[config.mk]
export PLATFORM = sky130hd
export DESIGN_NAME = retry_fifo
export DESIGN_NICKNAME = d
export VERILOG_FILES = /design/src/rtl/retry_fifo.sv
export SDC_FILE = /design/constraint.sdc
export NUM_CORES = 1
export LEC_CHECK = 0
export ABC_AREA = 0
export ABC_CLOCK_PERIOD_IN_PS = 2750
export CORE_ASPECT_RATIO = 0.75
export CORE_UTILIZATION = 52
export CTS_CLUSTER_DIAMETER = 150
export CTS_CLUSTER_SIZE = 10
export DETAILED_ROUTE_END_ITERATION = 7
export GPL_ROUTABILITY_DRIVEN = 0
export PLACE_DENSITY = 0.76
export SLEW_MARGIN = 20
export SYNTH_ARGS = -nofsm -noshare
export SYNTH_HDL_FRONTEND = slang
export SYNTH_SLANG_ARGS = --single-unit
export TNS_END_PERCENT = 10
[constraint.sdc]
create_clock -name clk -period 2.75 [get_ports clk]
set_input_delay 0.275 -clock clk [delete_from_list [all_inputs] [get_ports clk]]
set_output_delay 0.275 -clock clk [all_outputs]
set_load 0.005 [all_outputs]
[src/rtl/retry_fifo.sv]
// rtl/retry_fifo.sv - FWFT FIFO with almost/error flags, flush and mark/rewind retry window
module retry_fifo #(
    parameter int W      = 1,
    parameter int DEPTH  = 32,
    parameter int AFULL  = DEPTH - 4,
    parameter int AEMPTY = 4
) (
    input  logic                     clk,
    input  logic                     rst,
    input  logic                     we,
    input  logic [W-1:0]             data_in,
    input  logic                     re,
    output logic [W-1:0]             data_out,
    input  logic                     flush,
    input  logic                     mark,
    input  logic                     release_win,
    input  logic                     rewind,
    output logic                     full,
    output logic                     empty,
    output logic                     almost_full,
    output logic                     almost_empty,
    output logic                     overflow,
    output logic                     underflow,
    output logic [$clog2(DEPTH):0]   count,
    output logic [$clog2(DEPTH):0]   held
);

    localparam int AW = $clog2(DEPTH);
    localparam int PW = AW + 1;

    // Pointers carry one extra wrap bit so full and empty are distinguishable.
    logic [PW-1:0] wr_ptr;
    logic [PW-1:0] rd_ptr;
    logic [PW-1:0] mk_ptr;
    logic [PW-1:0] rd_next;
    logic          win;
    logic          do_rewind;
    logic          rd_ok;
    logic          wr_ok;

    logic [W-1:0]  mem [DEPTH];

    // Occupancy, flags and accept decisions, all derived from registered pointers.
    always_comb begin
        count        = wr_ptr - rd_ptr;
        held         = wr_ptr - mk_ptr;
        full         = (held == PW'(DEPTH));
        empty        = (count == '0);
        almost_full  = (int'(held) >= AFULL);
        almost_empty = (int'(count) <= AEMPTY);
        do_rewind    = rewind & win;
        // A rewind replaces the pop in that cycle, so re is ignored.
        rd_ok        = re & ~empty & ~do_rewind & ~flush;
        // Full pass-through is only safe outside a window: inside one the
        // slot being popped is still retained for replay.
        wr_ok        = we & ~flush & (~full | (~win & rd_ok));
        rd_next      = do_rewind ? mk_ptr : (rd_ptr + PW'(rd_ok));
    end

    // Pointer, window and sticky error flag state.
    always_ff @(posedge clk) begin
        if (rst | flush) begin
            wr_ptr    <= '0;
            rd_ptr    <= '0;
            mk_ptr    <= '0;
            win       <= 1'b0;
            overflow  <= 1'b0;
            underflow <= 1'b0;
        end else begin
            if (wr_ok) begin
                wr_ptr <= wr_ptr + PW'(1);
            end
            rd_ptr <= rd_next;
            // Outside a window the mark shadows the read pointer so held == count.
            if (mark) begin
                win    <= 1'b1;
                mk_ptr <= rd_next;
            end else if (release_win) begin
                win    <= 1'b0;
                mk_ptr <= rd_next;
            end else if (!win) begin
                mk_ptr <= rd_next;
            end
            if (we & ~wr_ok) begin
                overflow <= 1'b1;
            end
            if (re & empty & ~do_rewind) begin
                underflow <= 1'b1;
            end
        end
    end

    // Storage array; no reset needed since data_out is undefined while empty.
    always_ff @(posedge clk) begin
        if (wr_ok) begin
            mem[wr_ptr[AW-1:0]] <= data_in;
        end
    end

    assign data_out = mem[rd_ptr[AW-1:0]];

endmodule

After elaboration in Yosys (flattened, before gate mapping)
Memory sizes are Yosys's and may differ from the RTL's. A register that Yosys moved wholly into a read port is not among the register bits.
Index checks and enable logic that the tools add are counted.
{"block": "word_totals", "ff_bits": 21, "latchBits": 0, "mem_bits_rw": 32, "rom_bits": 0, "in_bits": 9, "output_inout_bits": 19, "elab_cells": 44, "memories": 1}
{"block": "classes", "addsub": 4, "multipliers": 0, "n_div": 0, "magnitude_cmp": 2, "n_eq_ne": 2, "shifts": 0, "muxes": 9, "n_bitwise": 18, "reduce_logical": 2}
{"name": "mem", "depth": 32, "width": 1, "rd": 1, "rd_ports_with_merged_regs": 1, "write_ports": 1, "line_no": "41", "source": "logic [W-1:0] mem [DEPTH];"}
{"op": "$mux 6", "n": 4}
{"op": "$sub 6x6->6", "n": 2}
{"op": "$and 1x1->1", "n": 10}
{"op": "$add 6x1->6", "n": 1}
{"op": "$add 6x1->6 const B", "n": 1}
{"op": "$eq 6x6->1 const B", "n": 1}
{"op": "$ge 6x5->1 const B", "n": 1}
{"op": "$le 6x3->1 const B", "n": 1}
{"op": "$logic_not 6->1", "n": 1}
{"op": "$not 1->1", "n": 6}
{"op": "$mux 5", "n": 1}
{"op": "$mux 1", "n": 4}
{"op": "$ne 3x3->1 const B", "n": 1}
{"op": "$or 1x1->1", "n": 2}
{"op": "$reduce_bool 2->1", "n": 1}

Longest topological paths before layout
{"block": "depth", "ltp_word": 11, "ltp_mapped": 16, "depth_no_buf": 16}

Worst setup path before layout
OpenSTA, ideal clock, no wires.
{"block": "synth_timing", "path_type": "reg-to-reg", "startpoint": "reg rd_ptr[1]", "endpoint": "reg mk_ptr[4]", "setup_time_ps": 65, "arrival_ps": 2800, "t_required_ps": 2685, "setup_slack_ps": -115, "path_stages_with_launch": 16, "path_buffers": 1, "period_less_slack_ps": 2865, "path_cell_list": "dfxtp_1 clkbuf_1 inv_1 fa_1 nand3_1 a21oi_1 o211ai_1 nor2_1 nor3_1 ha_1 ha_1 nand3_1 xnor2_1 a211oi_1 a21oi_1 nor2_1"}
{"block": "synth_between", "elab_chain_cells": 11}
{"item": "start, declared", "line_no": "33", "source": "logic [PW-1:0] rd_ptr;"}
{"item": "start signal, assigned", "line_no": "73", "source": "rd_ptr <= rd_next;"}
{"item": "$sub 6x6->6 *", "line_no": "45", "source": "count = wr_ptr - rd_ptr;"}
{"item": "$logic_not 6->1 *", "line_no": "48", "source": "empty = (count == '0);"}
{"item": "net empty", "line_no": "19", "source": "output logic empty,"}
{"item": "$not 1->1 *", "line_no": "53", "source": "rd_ok = re & ~empty & ~do_rewind & ~flush;"}
{"item": "$and 1x1->1 * (3 in series)", "line_no": "53"}
{"item": "$add 6x1->6 *", "line_no": "57", "source": "rd_next = do_rewind ? mk_ptr : (rd_ptr + PW'(rd_ok));"}
{"item": "$mux 6 *", "line_no": "57"}
{"item": "$mux 6", "line_no": "81", "source": "end else if (!win) begin"}
{"item": "$mux 6", "line_no": "78", "source": "end else if (release_win) begin"}
{"item": "$mux 6 *", "line_no": "75", "source": "if (mark) begin"}
{"item": "end signal, assigned", "line_no": "77", "source": "mk_ptr <= rd_next;"}
{"item": "end signal, assigned", "line_no": "80", "source": "mk_ptr <= rd_next;"}
{"item": "end signal, assigned", "line_no": "82", "source": "mk_ptr <= rd_next;"}
{"item": "end, declared", "line_no": "34", "source": "logic [PW-1:0] mk_ptr;"}
Mark *: on every way through the listed nets, which the timed path passes. The rest lies on a longest branch. The select of a mux whose other input is x is not followed.
A chain may end at the register's enable or synchronous reset.

Final worst setup path
{"block": "layout_timing", "startpoint": "reg wr_ptr[0]", "endpoint": "reg mk_ptr[4]"}
{"block": "layout_between", "elab_chain_cells": 11}
{"item": "start, declared", "line_no": "32", "source": "logic [PW-1:0] wr_ptr;"}
{"item": "start signal, assigned", "line_no": "71", "source": "wr_ptr <= wr_ptr + PW'(1);"}
{"item": "$sub 6x6->6 *", "line_no": "45"}
{"item": "$logic_not 6->1 *", "line_no": "48"}
{"item": "$not 1->1 *", "line_no": "53"}
{"item": "$and 1x1->1 * (3 in series)", "line_no": "53"}
{"item": "$add 6x1->6 *", "line_no": "57"}
{"item": "$mux 6 *", "line_no": "57"}
{"item": "$mux 6", "line_no": "81"}
{"item": "$mux 6", "line_no": "78"}
{"item": "$mux 6 *", "line_no": "75"}
Mark *: on every way between the ends. The rest lies on a longest branch, timed or not. The select of a mux whose other input is x is not followed.

==> out/results.ini <==
[floorplanning]
dieArea_mm2=0.00600
die_w_um=89.1
die_h_um=67.3
start_util=0.547
row_count=23
ios=28
core_mm2=0.00541

[drt]
viasPerCell=5.68
wirelength_um=7540
wl_per_cell_um=17.9
drc=0
vias=2393
final_antenna_net_count=0
dr.first_iter.drc_count=169
dr.pass1.iters=5

[synthesis]
synthDominantCellAreaShare=0.325
synthTopCellsByCount=nor2_1 (56), edfxtp_1 (32), nand2_1 (24)
ys_ff_latch=53
ys_seq_area_frac=0.467
synthArstFlopShare=0
synth-edff-count=32
yosysMostFrequentCell=nor2_1
ys.flop_type=edfxtp_1
yosys.area.top_type=edfxtp_1
synth_area_leaders=edfxtp_1 (32%), dfxtp_1 (14%), mux4_2 (7.6%)
ys_warn_count=0
syn_inst=285
syn_nets=312
yosysUniqueCellTypes=43
synth_area_mm2=0.00296
avgSynthCellArea_um2=10.4

[placement]
portBuffers=27
dp_hpwl_um=5110
dpl_cell_area_mm2=0.00352

[pwr]
p_comb_frac=0.149
pwr-share-clk=0.311
peakVddDrop_uv=347
power_switching_uw=421
power.leakage_nw=1.46
p_int_mw=1.16
power.share.switching=0.267
p_seq_frac=0.540
pwr_density_cell_mw_per_mm2=405

[worst_hold_path]
hp-class=register to register

[final_layout]
post_route_cells_drive_above_1_share=0.277
fin_area_mm2=0.00390
n_fill_cell=376
nets=372
final_core_util=0.722
n_antenna_cell=0
area_growth_pct=31.9

[timing]
fmax_mhz=367
tightestPinTransition_ps=980
maxSlewViolCount=0
period_share=0.991
setup_viol=0
final_hold_viol_count=0
slew-limit-headroom=0.344
rsz0062_at_grt=yes
clock-skew-final_ps=13.1
period_needed_ps=2730
tns_ps=0

[global_route]
grt_pass1_wl_um=10900
grt_max_degree=33
overflow=0
grt_pass1_vias=2120
antenna_found_initial=0
grt_usage=0.249

[clocking]
cts_root_buf=clkbuf_8
postCtsHoldBufs=0
cts_buffers=5
clk_pin_slew_worst_paths_ps=110
cts_buffer_depth=2
clock_latency_ps=330
cts_tree=done
ctsHtreeMaxLevel=2
cts.sinks=53

[status]
status=finished clean

[critical_path]
worstSetupPathType=register to register
required_ps=2970
crit_arrival_ps=2950
end_kind=register
path_max_fanout=3
start_kind=register

[flow_run]
cap_violations=0

routing by layer:
layer,share of wire,GRT usage
met5,0,0
met4,0.012,0.0595
met3,0.061,0.0379
met2,0.48,0.375
met1,0.45,0.377
power by group through the flow:
stage	clock network, mW	logic (mW)	registers (mW)
after floorplan	0	0.0949	0.870
after global placement	0	0.203	0.870
after detailed placement	0	0.206	0.870
after CTS	0.486	0.216	0.853
after global routing	0.524	0.253	0.854
final	0.492	0.236	0.854
flip-flops by register name, summed over array words and instances, names as in the netlist:
signal,cells
mk_ptr,6
underflow,1
mem,32
wr_ptr,6
rd_ptr,6
win,1
overflow,1
timing repair:
item,4_1_cts,5_1_grt
gates cloned,0,1
pin swaps,6,15
buffers inserted,5,3
endpoints found under the setup margin,9,51
resized for setup,28,31
stage by stage:
stage | power, mW | std cells | setup slack [ps] | hold WS [ps]
2_1_floorplan | 0.964 | 285 | 21.8 | 374
3_3_place_gp | 1.07 | 407 | 78.2 | 448
3_5_place_dp | 1.08 | 407 | -81.3 | 469
4_1_cts | 1.55 | 418 | -13.2 | 489
5_1_grt | 1.63 | 421 | -131 | 501
6_report | 1.58 | 421 | 23.5 | 484
cell families after synthesis:
logic type,after synthesis,share of synthesized area
adders and majority gates,18,0.0811
and+or+nand+nor,114,0.170
muxes,17,0.0997
DFF,53,0.467
xor gates and xnor gates,13,0.0410
buffers and inverters,29,0.0368
AOI/OAI and AO/OA,41,0.105
critical path, stage by stage (launching register included):
cell,delay [ps]
dfxtp_2,350
inv_4,80
ha_4,140
inv_2,40
fa_2,400
nand3_2,90
a21oi_2,60
o211ai_1,220
nor2_1,100
nor3_1,170
ha_2,250
ha_4,140
nand3_2,80
xnor2_2,210
a211oi_2,90
a21oi_1,140
nor2_1,60
final timing paths:
check | from | endpoint | slack, ps | cells after the start
max | wr_ptr[0] | mk_ptr[4] | 20 | 16
min reg2reg | overflow | overflow | 480 | 2
min | overflow | overflow | 480 | 2
max reg2reg | wr_ptr[0] | mk_ptr[4] | 20 | 16
final cells by class:
| type | instances | area (um2) | area share |
|---|---|---|---|
| repair buffers | 63 | 598 | 0.153 |
| well taps | 75 | 93.8 | 0.0240 |
| flip-flops and latches | 53 | 1390 | 0.355 |
| clock buffers | 5 | 68.8 | 0.0176 |
| multi-input cells | 203 | 1650 | 0.423 |
| inverters | 19 | 73.8 | 0.0189 |
| clock inverters | 3 | 28.8 | 0.00737 |
cell usage in the layout, fill, tap and decap left out, types with 2 or more instances in the layout:
cell type and n:
buf_6 4, xnor2_2 3, edfxtp_1 32, buf_12 2
xnor2_1 6, nand3_2 2, a21oi_2 3, clkdlybuf4s50_1 21
a211oi_1 5, a21oi_1 9, nand3_1 7, clkbuf_8 5
nor3_1 4, nand3b_1 5, inv_1 16, xor2_1 3
dlymetal6s2s_1 3, ha_4 5, dlygate4sd2_1 2, a211oi_2 2
nand2_1 24, or3_1 3, nor2b_1 4, dfxtp_1 18
buf_4 29, mux2i_1 7, dfxtp_2 2, o21ai_1 3
nor2_1 55, ha_1 10, o211ai_2 3, mux4_2 10
inv_2 2, fa_2 2
No activity file was read; power rests on OpenSTA's default activity.
